[config.mk]
export PLATFORM = sky130hd
export DESIGN_NAME = trade_z_engine
export DESIGN_NICKNAME = d
export VERILOG_FILES = /design/src/rtl/trade_z_engine_pkg.sv /design/src/rtl/trade_z_engine_seq_isqrt.sv /design/src/rtl/trade_z_engine.sv
export SDC_FILE = /design/constraint.sdc
export NUM_CORES = 1
export LEC_CHECK = 0
export CAP_MARGIN = 20
export CORE_MARGIN = 5
export CORE_UTILIZATION = 60
export CTS_CLUSTER_SIZE = 10
export DETAILED_ROUTE_END_ITERATION = 16
export GPL_ROUTABILITY_DRIVEN = 0
export PLACE_DENSITY = 0.85
export SLEW_MARGIN = 20
export SYNTH_ARGS = -nofsm -noshare
export SYNTH_HDL_FRONTEND = slang
export SYNTH_SLANG_ARGS = --single-unit
[constraint.sdc]
create_clock -name clk -period 9.9 [get_ports clk]
set_input_delay 1.98 -clock clk [delete_from_list [all_inputs] [get_ports clk]]
set_output_delay 1.98 -clock clk [all_outputs]
set_load 0.05 [all_outputs]
[src/rtl/trade_z_engine_pkg.sv]
// Shared types and default widths for the Z-score trade engine.
package trade_z_pkg;

    typedef enum logic [1:0] {
        IDLE = 2'd0,
        SQRT = 2'd1,
        DIV  = 2'd2,
        DONE = 2'd3
    } state_e;

    localparam int DATA_W_DEF = 8;
    localparam int FRAC_W_DEF = 8;
    localparam int CH_W_DEF   = 2;

    function automatic int calc_z_w(input int data_w, input int frac_w);
        return data_w + frac_w;
    endfunction

endpackage

[src/rtl/trade_z_engine_seq_isqrt.sv]
// Restoring bit-serial integer square root: one root bit per cycle.
// The radicand is captured on start; done pulses DATA_W cycles later with root valid.
module seq_isqrt #(
    parameter int DATA_W = 8
) (
    input  logic                  clk,
    input  logic                  rst,
    input  logic                  start,
    input  logic [2*DATA_W-1:0]   radicand,
    output logic                  done,
    output logic [DATA_W-1:0]     root
);
    localparam int CNT_W = $clog2(DATA_W + 1);

    logic [2*DATA_W-1:0] rad_q;
    logic [DATA_W:0]     rem_q, rem_d;
    logic [DATA_W-1:0]   root_q, root_d;
    logic [CNT_W-1:0]    cnt_q;
    logic                busy_q;
    logic                done_q;
    logic [DATA_W+2:0]   rem_shift;
    logic [DATA_W+2:0]   trial;

    // The true remainder always fits DATA_W+1 bits, so the truncated subtract is exact.
    always_comb begin
        rem_shift = {rem_q, rad_q[2*DATA_W-1 -: 2]};
        trial     = {1'b0, root_q, 2'b01};
        if (rem_shift >= trial) begin
            rem_d  = rem_shift[DATA_W:0] - trial[DATA_W:0];
            root_d = {root_q[DATA_W-2:0], 1'b1};
        end else begin
            rem_d  = rem_shift[DATA_W:0];
            root_d = {root_q[DATA_W-2:0], 1'b0};
        end
    end

    always_ff @(posedge clk) begin
        if (rst) begin
            rad_q  <= '0;
            rem_q  <= '0;
            root_q <= '0;
            cnt_q  <= '0;
            busy_q <= 1'b0;
            done_q <= 1'b0;
        end else begin
            done_q <= 1'b0;
            if (start) begin
                rad_q  <= radicand;
                rem_q  <= '0;
                root_q <= '0;
                cnt_q  <= CNT_W'(DATA_W);
                busy_q <= 1'b1;
            end else if (busy_q) begin
                rad_q  <= {rad_q[2*DATA_W-3:0], 2'b00};
                rem_q  <= rem_d;
                root_q <= root_d;
                cnt_q  <= cnt_q - 1'b1;
                if (cnt_q == CNT_W'(1)) begin
                    busy_q <= 1'b0;
                    done_q <= 1'b1;
                end
            end
        end
    end

    assign done = done_q;
    assign root = root_q;

endmodule

[src/rtl/trade_z_engine.sv]
// Multi-channel Z-score engine: sequential sqrt then bit-serial divide, one tagged
// sample in flight, valid/ready on both sides, buy/sell against a runtime threshold.
module trade_z_engine
    import trade_z_pkg::*;
#(
    parameter int DATA_W = DATA_W_DEF,
    parameter int FRAC_W = FRAC_W_DEF,
    parameter int CH_W   = CH_W_DEF
) (
    input  logic                      clk,
    input  logic                      rst,
    input  logic                      in_valid,
    output logic                      in_ready,
    input  logic [CH_W-1:0]           in_ch,
    input  logic [DATA_W-1:0]         in_mean,
    input  logic [2*DATA_W-1:0]       in_sqr_mean,
    input  logic [DATA_W-1:0]         in_data,
    input  logic [DATA_W+FRAC_W-1:0]  cfg_z_thresh,
    output logic                      out_valid,
    input  logic                      out_ready,
    output logic [CH_W-1:0]           out_ch,
    output logic [DATA_W+FRAC_W-1:0]  out_z,
    output logic                      out_buy,
    output logic                      out_sell
);
    localparam int Z_W   = calc_z_w(DATA_W, FRAC_W);
    localparam int CNT_W = $clog2(Z_W + 1);

    state_e              state_q, state_d;
    logic [CH_W-1:0]     ch_q, ch_d;
    logic [Z_W-1:0]      thresh_q, thresh_d;
    logic [DATA_W-1:0]   delta_q, delta_d;
    logic                lt_q, lt_d;
    logic                gt_q, gt_d;
    logic [DATA_W-1:0]   div_q, div_d;
    logic [DATA_W-1:0]   rem_q, rem_d;
    logic [Z_W-1:0]      quo_q, quo_d;
    logic [CNT_W-1:0]    cnt_q, cnt_d;
    logic                out_valid_q, out_valid_d;
    logic [CH_W-1:0]     out_ch_q, out_ch_d;
    logic [Z_W-1:0]      out_z_q, out_z_d;
    logic                out_buy_q, out_buy_d;
    logic                out_sell_q, out_sell_d;

    logic [2*DATA_W-1:0] mean_sq;
    logic [2*DATA_W-1:0] variance;
    logic [DATA_W-1:0]   delta_in;
    logic                start;
    logic                sqrt_done;
    logic [DATA_W-1:0]   sqrt_root;
    logic [DATA_W:0]     rem_shift;
    logic [Z_W-1:0]      quo_next;
    logic [Z_W-1:0]      z_fin;
    logic                fin;

    assign in_ready = (state_q == IDLE);
    assign start    = in_ready & in_valid;

    // A negative variance can only come from rounding upstream; treat it as flat.
    assign mean_sq  = {{DATA_W{1'b0}}, in_mean} * {{DATA_W{1'b0}}, in_mean};
    assign variance = (in_sqr_mean < mean_sq) ? '0 : in_sqr_mean - mean_sq;
    assign delta_in = (in_data > in_mean) ? in_data - in_mean : in_mean - in_data;

    seq_isqrt #(
        .DATA_W   (DATA_W)
    ) u_isqrt (
        .clk      (clk),
        .rst      (rst),
        .start    (start),
        .radicand (variance),
        .done     (sqrt_done),
        .root     (sqrt_root)
    );

    always_comb begin
        state_d     = state_q;
        ch_d        = ch_q;
        thresh_d    = thresh_q;
        delta_d     = delta_q;
        lt_d        = lt_q;
        gt_d        = gt_q;
        div_d       = div_q;
        rem_d       = rem_q;
        quo_d       = quo_q;
        cnt_d       = cnt_q;
        out_valid_d = out_valid_q;
        out_ch_d    = out_ch_q;
        out_z_d     = out_z_q;
        out_buy_d   = out_buy_q;
        out_sell_d  = out_sell_q;
        rem_shift   = {rem_q, quo_q[Z_W-1]};
        quo_next    = {quo_q[Z_W-2:0], 1'b0};
        z_fin       = '0;
        fin         = 1'b0;

        case (state_q)
            IDLE: begin
                if (in_valid) begin
                    state_d  = SQRT;
                    ch_d     = in_ch;
                    thresh_d = cfg_z_thresh;
                    delta_d  = delta_in;
                    lt_d     = (in_data < in_mean);
                    gt_d     = (in_data > in_mean);
                end
            end
            SQRT: begin
                if (sqrt_done) begin
                    if (sqrt_root == '0) begin
                        fin = 1'b1;
                    end else begin
                        state_d = DIV;
                        div_d   = sqrt_root;
                        rem_d   = '0;
                        quo_d   = {delta_q, {FRAC_W{1'b0}}};
                        cnt_d   = CNT_W'(Z_W);
                    end
                end
            end
            DIV: begin
                // The quotient register doubles as the numerator shift register.
                if (rem_shift >= {1'b0, div_q}) begin
                    rem_d       = rem_shift[DATA_W-1:0] - div_q;
                    quo_next[0] = 1'b1;
                end else begin
                    rem_d = rem_shift[DATA_W-1:0];
                end
                quo_d = quo_next;
                cnt_d = cnt_q - 1'b1;
                if (cnt_q == CNT_W'(1)) begin
                    fin   = 1'b1;
                    z_fin = quo_next;
                end
            end
            DONE: begin
                if (out_ready) begin
                    state_d     = IDLE;
                    out_valid_d = 1'b0;
                    out_buy_d   = 1'b0;
                    out_sell_d  = 1'b0;
                end
            end
            default: state_d = IDLE;
        endcase

        if (fin) begin
            state_d     = DONE;
            out_valid_d = 1'b1;
            out_ch_d    = ch_q;
            out_z_d     = z_fin;
            out_buy_d   = (z_fin > thresh_q) & lt_q;
            out_sell_d  = (z_fin > thresh_q) & gt_q;
        end
    end

    always_ff @(posedge clk) begin
        if (rst) begin
            state_q     <= IDLE;
            ch_q        <= '0;
            thresh_q    <= '0;
            delta_q     <= '0;
            lt_q        <= 1'b0;
            gt_q        <= 1'b0;
            div_q       <= '0;
            rem_q       <= '0;
            quo_q       <= '0;
            cnt_q       <= '0;
            out_valid_q <= 1'b0;
            out_ch_q    <= '0;
            out_z_q     <= '0;
            out_buy_q   <= 1'b0;
            out_sell_q  <= 1'b0;
        end else begin
            state_q     <= state_d;
            ch_q        <= ch_d;
            thresh_q    <= thresh_d;
            delta_q     <= delta_d;
            lt_q        <= lt_d;
            gt_q        <= gt_d;
            div_q       <= div_d;
            rem_q       <= rem_d;
            quo_q       <= quo_d;
            cnt_q       <= cnt_d;
            out_valid_q <= out_valid_d;
            out_ch_q    <= out_ch_d;
            out_z_q     <= out_z_d;
            out_buy_q   <= out_buy_d;
            out_sell_q  <= out_sell_d;
        end
    end

    assign out_valid = out_valid_q;
    assign out_ch    = out_ch_q;
    assign out_z     = out_z_q;
    assign out_buy   = out_buy_q;
    assign out_sell  = out_sell_q;

endmodule

==> parameters.txt, run 1 <==
Parameter                              Value

Timing
  Worst max-slew margin expressed relative to the limit ... 33.79%
  Slew at the pin with the worst max-slew slack ... between 900 and 1000 ps
  Summed negative setup slack over all endpoints ... 0 ps
  Shortest period the worst path allows ... 8258 ps
  Final Hold Vio Count ... 0
  Setup repair after global routing missed its margin ... no
  Final number of setup-violating endpoints ... 0
  Final slew viol count ... 0
  Layout Skew ... 6.284 ps
  Share of the clock period used by the worst path ... 83.41%
  Worst Hold Slack ... around 450 ps
  FMAX ... 121.1 MHz

Synthesis
  Top-area cell type share of the netlist area ... 27.52%
  Cells after synthesis ... 1136
  Net Count, Synth ... ~1300
  Average footprint of a synthesized cell ... 8.132 um^2
  Flip-flop cell with the highest count after synthesis ... sky130_fd_sc_hd__dfxtp_1
  Biggest area contributors in the synthesized netlist ... sky130_fd_sc_hd__dfxtp_1 28%, sky130_fd_sc_hd__ha_1 14%, sky130_fd_sc_hd__fa_1 5.9%
  Count of distinct cell types in the synthesized netlist ... 77
  Yosys reg bits ... 127
  Share of the yosys chip area belonging to registers ... 27.52%
  Number of flops mapped to enable cells by yosys ... 0
  Post-Synthesis Cell Area ... 0.009238 mm^2
  Post-synthesis cell type with the largest combined area ... sky130_fd_sc_hd__dfxtp_1
  Synth warn ... 0
  Async S/R FF share, synth ... 0%

Detailed routing
  Residual DRC ... 0
  Violation count after the first detailed-routing iteration ... slightly above 500
  Detailed-router iteration count before antenna repair ... 5
  Via count normalized by instance count ... 5.798
  Via count ... 8088
  Number of nets with antenna violations after detailed routing ... 0
  Routed len/inst ... about 15 um
  Routed WL ... around 22 mm

CTS
  Clock sinks ... between 100 and 150
  Cell at the root of the clock tree ... sky130_fd_sc_hd__clkbuf_16
  Setup bufs post-CTS ... 0
  Clock-pin slew of the registers on the worst-case setup and hold paths ... 50 ps
  Source-to-sink clock delay at the later pin of the worst-skew pair ... 410 ps
  CTS Buf Count ... 17
  Number of buffers on the longest clock path ... 2
  Quantity of hold-fixing buffers added after cts ... 0
  TritonCTS clock tree ... built
  Cts repair resizes ... 0
  H-tree levels ... 4

Critical path
  Setup crit start kind ... input port
  CP Data Arrival Time ... 8570 ps
  Critical path start-end classification ... input port to register
  Kind of end point of the critical path ... register
  Required time of the critical path ... 10210 ps
  Largest fanout of any net on the critical path ... 12

Pwr
  Leakage power figure ... 4.541 nW
  Pwr/cell area ... about 210 mW/mm^2
  Maximum vdd drop ... 0.2115 mV
  Total power of the final layout ... about 2.2 mW

Status
  Status ... finished, final reports clean

Global routing
  Global route total overflow ... 0
  First-pass GRT wire length ... about 36 mm
  Number of global-route vias before repair ... approximately 7800
  Maximum number of pins on one net before global-route repair ... 65
  Total track usage ... 23.93%
  Antenna violations before repair ... 0

Job
  MaxCap Viol Count ... 0

Die
  Core Area ... ~0.015 mm^2
  Die Y-Extent ... 134.1 um
  Number of primary I/O pins ... 76
  Cell row count ... 45
  Die area ... 0.01798 mm^2
  Initial Utilization ... 60.99%
  DIE WIDTH ... ~130 um

Hold path
  Class of the tightest hold or removal check ... register to register

Layout
  Net count reported at finish ... 1376
  Number of fill cells in the layout ... between 1000 and 1500
  Fraction of final layout cells sized beyond drive strength 1 ... under 10%
  Area growth from synthesis to final layout ... 15.86%
  Antenna fix cells ... 0

Placement
  HPWL Detailed ... 16.00 mm
  Number of input and output port buffers inserted ... 75
[cells in the mapped netlist (23+ instances only)]
cell / number
sky130_fd_sc_hd__a21oi_1: 92
sky130_fd_sc_hd__a22oi_1: 26
sky130_fd_sc_hd__clkbuf_1: 29
sky130_fd_sc_hd__dfxtp_1: 127
sky130_fd_sc_hd__fa_1: 27
sky130_fd_sc_hd__ha_1: 101
sky130_fd_sc_hd__inv_1: 115
sky130_fd_sc_hd__mux2i_1: 41
sky130_fd_sc_hd__nand2_1: 107
sky130_fd_sc_hd__nand3_1: 23
sky130_fd_sc_hd__nor2_1: 123
sky130_fd_sc_hd__nor3_1: 28
sky130_fd_sc_hd__o21ai_0: 32
sky130_fd_sc_hd__xnor2_1: 27
[cell families after synthesis]
| logic type | synth area share [%] |
|---|---|
| flops | 27.52 |
| buf+inv | 6.813 |
| mux | 4.564 |
| xor+xnor | 3.793 |
| compound gates | 19.64 |
| fa+ha+maj | 19.53 |
| simple gates | 18.14 |
[registers in the layout, indices dropped and copies added (netlist names), 2 cells and up]
signal / flops
out_z: 16
quo_q: 16
thresh_q: 16
u_isqrt.rad_q: 16
u_isqrt.rem_q: 9
delta_q: 8
div_q: 8
rem_q: 8
u_isqrt.root: 8
cnt_q: 5
u_isqrt.cnt_q: 4
ch_q: 2
out_ch: 2
state_q: 2
[layout make-up]
type / instances / area, um^2 / share of cell area (%)
clock buffer: 19 / 452.9 / 4.232
clock inverter: 13 / 162.7 / 1.520
inverter: 120 / 450.4 / 4.209
multi-input combinational: 847 / 6066 / 56.68
sequential: 127 / 2542 / 23.75
tap: 188 / 235.2 / 2.198
timing repair buffer: 81 / 793.3 / 7.412
[path summary, 6_finish.rpt]
path	from	endpoint	slack [ps]	depth (start not counted)
worst max-delay path	in_mean[1]	u_isqrt.rad_q[7]	1640	24
worst min-delay path	u_isqrt.rad_q[0]	u_isqrt.rad_q[0]	450	2
worst max register to register	state_q[0]	out_sell	6110	13
worst min register to register	u_isqrt.rad_q[0]	u_isqrt.rad_q[0]	450	2
[cell usage in the layout, fill, tap and decap left out, types with 23 or more instances in the layout]
cell	count
sky130_fd_sc_hd__dfxtp_1	127
sky130_fd_sc_hd__nor2_1	123
sky130_fd_sc_hd__inv_1	115
sky130_fd_sc_hd__nand2_1	107
sky130_fd_sc_hd__ha_1	101
sky130_fd_sc_hd__a21oi_1	92
sky130_fd_sc_hd__clkdlybuf4s50_1	74
sky130_fd_sc_hd__mux2i_1	41
sky130_fd_sc_hd__o21ai_0	32
sky130_fd_sc_hd__nor3_1	28
sky130_fd_sc_hd__xnor2_1	27
sky130_fd_sc_hd__fa_1	27
sky130_fd_sc_hd__a22oi_1	26
sky130_fd_sc_hd__nand3_1	23
[metal layers]
| layer | track usage [%] | wire, um | vias to the layer above |
|---|---|---|---|
| met5 | 0 | 0 | - |
| met4 | 8.597 | 569 | 0 |
| met3 | 4.951 | 1218 | 43 |
| met2 | 40.15 | 10220 | 243 |
| met1 | 30.64 | 9606 | 3783 |
| li1 | - | - | 4019 |
[report_power, final]
group | leakage, nW | internal, mW | switching [mW]
clock network | 0.295 | 0.409 | 0.231
logic | 3.21 | 0.433 | 0.586
registers | 1.03 | 0.555 | 0.0317
total | 4.54 | 1.40 | 0.849
[metrics by stage]
stage | std cells | utilization, % | setup WS (ps) | instance area [um^2]
global placement | 1363 | 66.60 | 1425 | 10090
CTS | 1395 | 70.67 | 1637 | 10700
floorplan | 1136 | - | 2485 | 9238
finish | 1395 | 70.67 | 1642 | 10700
detailed placement | 1363 | 66.60 | 1270 | 10090
global route | 1395 | 70.67 | 1139 | 10700
[critical path: stages]
cell                              delay (ps)
sky130_fd_sc_hd__clkdlybuf4s50_1         650
sky130_fd_sc_hd__clkinv_1                330
sky130_fd_sc_hd__nor2_1                  280
sky130_fd_sc_hd__fa_1                    460
sky130_fd_sc_hd__fa_1                    550
sky130_fd_sc_hd__inv_1                    50
sky130_fd_sc_hd__fa_1                    500
sky130_fd_sc_hd__fa_1                    550
sky130_fd_sc_hd__inv_1                    50
sky130_fd_sc_hd__ha_1                    340
sky130_fd_sc_hd__nor3_1                  200
sky130_fd_sc_hd__nor2_1                   70
sky130_fd_sc_hd__a31o_1                  230
sky130_fd_sc_hd__a21o_1                  180
sky130_fd_sc_hd__a21oi_1                 210
sky130_fd_sc_hd__xor2_1                  110
sky130_fd_sc_hd__ha_1                    390
sky130_fd_sc_hd__a21o_1                  130
sky130_fd_sc_hd__a21o_1                  210
sky130_fd_sc_hd__o21a_1                  150
sky130_fd_sc_hd__o21ai_0                  90
sky130_fd_sc_hd__a21oi_2                 450
sky130_fd_sc_hd__nand2_1                 110
sky130_fd_sc_hd__a221oi_1                300
(Power assumes the default switching activity.)
==> run 2: changes to the inputs <==
--- a/config.mk
+++ b/config.mk
@@ -7,11 +7,11 @@
 export LEC_CHECK = 0
 export CAP_MARGIN = 20
 export CORE_MARGIN = 5
-export CORE_UTILIZATION = 60
+export CORE_UTILIZATION = 54
 export CTS_CLUSTER_SIZE = 10
 export DETAILED_ROUTE_END_ITERATION = 16
 export GPL_ROUTABILITY_DRIVEN = 0
-export PLACE_DENSITY = 0.85
+export PLACE_DENSITY = 0.81
 export SLEW_MARGIN = 20
 export SYNTH_ARGS = -nofsm -noshare
 export SYNTH_HDL_FRONTEND = slang
==> constraint.sdc (replaced) <==
create_clock -name clk -period 7.15 [get_ports clk]
set_input_delay 1.43 -clock clk [delete_from_list [all_inputs] [get_ports clk]]
set_output_delay 1.43 -clock clk [all_outputs]
set_load 0.05 [all_outputs]
==> parameters.txt, run 2 (synthesized netlist as in run 1, its figures left out) <==
Parameter                              Value

Layout
  Most common cell after layout, fill and taps aside ... sky130_fd_sc_hd__dfxtp_1
  Final cell area excluding filler cells ... 0.01105 mm^2 (+3.2%)
  Number of fill cells in the layout ... 1358 (+18%)
  Area growth from synthesis to final layout ... 19.59%
  Fraction of final layout cells sized beyond drive strength 1 ... 9.237% (+3.2 points)
  Commonest non-fill, non-tap cells in the layout ... 127 x sky130_fd_sc_hd__dfxtp_1, 119 x sky130_fd_sc_hd__nor2_1, 114 x sky130_fd_sc_hd__inv_1
  Antenna fix cells ... 0 (unchanged)
  Net count reported at finish ... 1415 (+2.8%)

Die
  Die Y-Extent ... 140.8 um (+5.0%)
  Initial Utilization ... 55.31% (-5.7 points)
  Number of primary I/O pins ... 76 (unchanged)
  Die area ... 0.01982 mm^2 (+10%)
  Cell row count ... 47 (+4.4%)
  DIE WIDTH ... 140.8 um (+5.0%)
  Core Area ... 0.01670 mm^2 (+10%)

Detailed routing
  Violation count after the first detailed-routing iteration ... 568 (+11%)
  Via count normalized by instance count ... 5.599 (-3.4%)
  Routed len/inst ... 14.95 um (-3.5%)
  Via count ... 8202 (+1.4%)
  Number of nets with antenna violations after detailed routing ... 0 (unchanged)
  Routed WL ... 21.91 mm (+1.4%)
  Residual DRC ... 0 (unchanged)
  Detailed-router iteration count before antenna repair ... 7 (+2)

Hold path
  Hold Startpoint ... div_q[4]
  Destination of the worst hold path ... div_q[4]
  Worst hold path depth ... 2 (unchanged)
  Class of the tightest hold or removal check ... register to register

Placement
  Post-DP Area ... 0.01042 mm^2 (+3.3%)
  Number of input and output port buffers inserted ... 75 (unchanged)
  HPWL Detailed ... 16.20 mm (+1.3%)

Critical path
  Number of cells on the worst reg-to-reg path ... 13 (unchanged)
  Setup crit start kind ... input port
  CP Data Arrival Time ... 7130 ps (-1440 ps)
  Source of the worst register-to-register timing path ... state_q[0]
  Required time of the critical path ... 7400 ps (-2810 ps)
  Critical path start-end classification ... input port to register
  Kind of end point of the critical path ... register
  Reg-to-Reg End ... out_buy
  Reg2Reg Setup Slack ... 3340 ps (-2770 ps)
  Largest fanout of any net on the critical path ... 12 (unchanged)

Global routing
  First-pass GRT wire length ... 37.06 mm (+3.6%)
  Number of global-route vias before repair ... 8031 (+3.4%)
  Global route total overflow ... 0 (unchanged)
  Antenna violations before repair ... 0 (unchanged)
  Maximum number of pins on one net before global-route repair ... 94 (+45%)
  Total track usage ... 22.33% (-1.6 points)

CTS
  TritonCTS clock tree ... built
  Source-to-sink clock delay at the later pin of the worst-skew pair ... 420 ps (about the same)
  Setup bufs post-CTS ... 0 (unchanged)
  Clock sinks ... 127 (unchanged)
  Clock-pin slew of the registers on the worst-case setup and hold paths ... 50 ps (about the same)
  Number of buffers on the longest clock path ... 2 (unchanged)
  H-tree levels ... 4 (unchanged)
  Cell at the root of the clock tree ... sky130_fd_sc_hd__clkbuf_16
  CTS Buf Count ... 17 (unchanged)

Timing
  FMAX ... between 100 and 150 MHz
  Worst max-slew margin expressed relative to the limit ... 31.79% (-2.0 points)
  Final Hold Vio Count ... 0 (unchanged)
  Setup repair after global routing missed its margin ... no
  Final number of setup-violating endpoints ... 0 (unchanged)
  Slew at the pin with the worst max-slew slack ... 1023 ps (+36.68 ps)
  Final slew viol count ... 0 (unchanged)
  Share of the clock period used by the worst path ... 96.27%
  Worst Hold Slack ... 452.1 ps (-1.254 ps)
  Shortest period the worst path allows ... around 6900 ps
  Layout Skew ... 8.050 ps (+1.767 ps)

Job
  MaxCap Viol Count ... 0 (unchanged)

Pwr
  Pwr/cell area ... 286.9 mW/mm^2 (+37%)
  Leakage power figure ... 4.745 nW (+4.5%)
  Total power of the final layout ... 3.169 mW (+41%)
  Maximum vdd drop ... 0.1917 mV (-9.4%)

Status
  Status ... finished, final reports clean
-- run 2: cell count changes in the layout (fill, tap and decap cells not counted), sizes merged --
cell	change
clkbuf	+2
inv	-1
clkinv	-1
dlymetal6s2s	+2
clkinvlp	-1
clkdlybuf4s50	-2
buf	+39
-- run 2: metrics by stage --
stage                     utilization [%]  worst slack [ps]  cells  TNS [ps]
after floorplan                         -             284.6   1136         0
after global placement              62.39            -147.0   1434     -1288
after detailed placement            62.39            -305.6   1434     -3315
after CTS                           65.97             81.76   1465         0
after global routing                66.14             7.477   1465         0
final                               66.14             266.9   1465         0
-- run 2: per-layer routing --
layer,GRT usage [%],vias up,routed length [um]
met2,38.43,210,10640
met1,28.22,3856,9727
met5,0,-,0
met4,7.496,0,441
li1,-,4100,-
met3,4.131,36,1094
-- run 2: worst max path at each step --
stage,start,endpoint,slack [ps],cells after the start
after floorplan,in_mean[5],u_isqrt.rad_q[2],280,24
after global placement,in_mean[2],u_isqrt.rad_q[2],-150,25
after detailed placement,in_mean[7],u_isqrt.rad_q[2],-310,25
after CTS,in_mean[7],u_isqrt.rad_q[2],80,25
after global routing,in_mean[5],u_isqrt.rad_q[2],7,26
final,in_mean[5],u_isqrt.rad_q[2],270,26
-- run 2: power by group --
group	total, mW	internal [mW]	switching (mW)
combinational	1.48	0.661	0.822
sequential	0.812	0.769	0.0430
clock	0.874	0.563	0.311
-- run 2: final cells by class --
class | instances | area, um^2 | share of cell area [%]
Multi-Input combinational cell | 847 | 6090 | 55.13
Sequential cell | 127 | 2542 | 23.02
Timing Repair Buffer | 120 | 1091 | 9.877
Clock buffer | 21 | 460.4 | 4.168
Inverter | 120 | 450.4 | 4.077
Tap cell | 220 | 275.3 | 2.492
Clock inverter | 10 | 137.6 | 1.246
-- run 2: critical path, stage by stage --
cell	delay [ps]
sky130_fd_sc_hd__clkdlybuf4s50_1	490
sky130_fd_sc_hd__buf_4	140
sky130_fd_sc_hd__nand2_1	70
sky130_fd_sc_hd__fa_1	490
sky130_fd_sc_hd__inv_1	90
sky130_fd_sc_hd__fa_1	510
sky130_fd_sc_hd__fa_1	540
sky130_fd_sc_hd__inv_1	50
sky130_fd_sc_hd__fa_1	520
sky130_fd_sc_hd__inv_1	40
sky130_fd_sc_hd__ha_1	230
sky130_fd_sc_hd__nor3_1	190
sky130_fd_sc_hd__o211ai_1	110
sky130_fd_sc_hd__a31o_1	240
sky130_fd_sc_hd__a21o_1	190
sky130_fd_sc_hd__a21oi_2	160
sky130_fd_sc_hd__xor2_1	170
sky130_fd_sc_hd__ha_1	260
sky130_fd_sc_hd__a21o_1	150
sky130_fd_sc_hd__a21o_1	210
sky130_fd_sc_hd__o21a_1	190
sky130_fd_sc_hd__o21ai_1	150
sky130_fd_sc_hd__a21oi_2	40
sky130_fd_sc_hd__buf_4	180
sky130_fd_sc_hd__a31oi_1	200
sky130_fd_sc_hd__nor3_1	80
-- run 2: what timing repair did --
| item | CTS | global route |
|---|---|---|
| resized for setup | 0 | 11 |
| setup endpoints to repair | 0 | 14 |
| hold buffers | 0 | 0 |
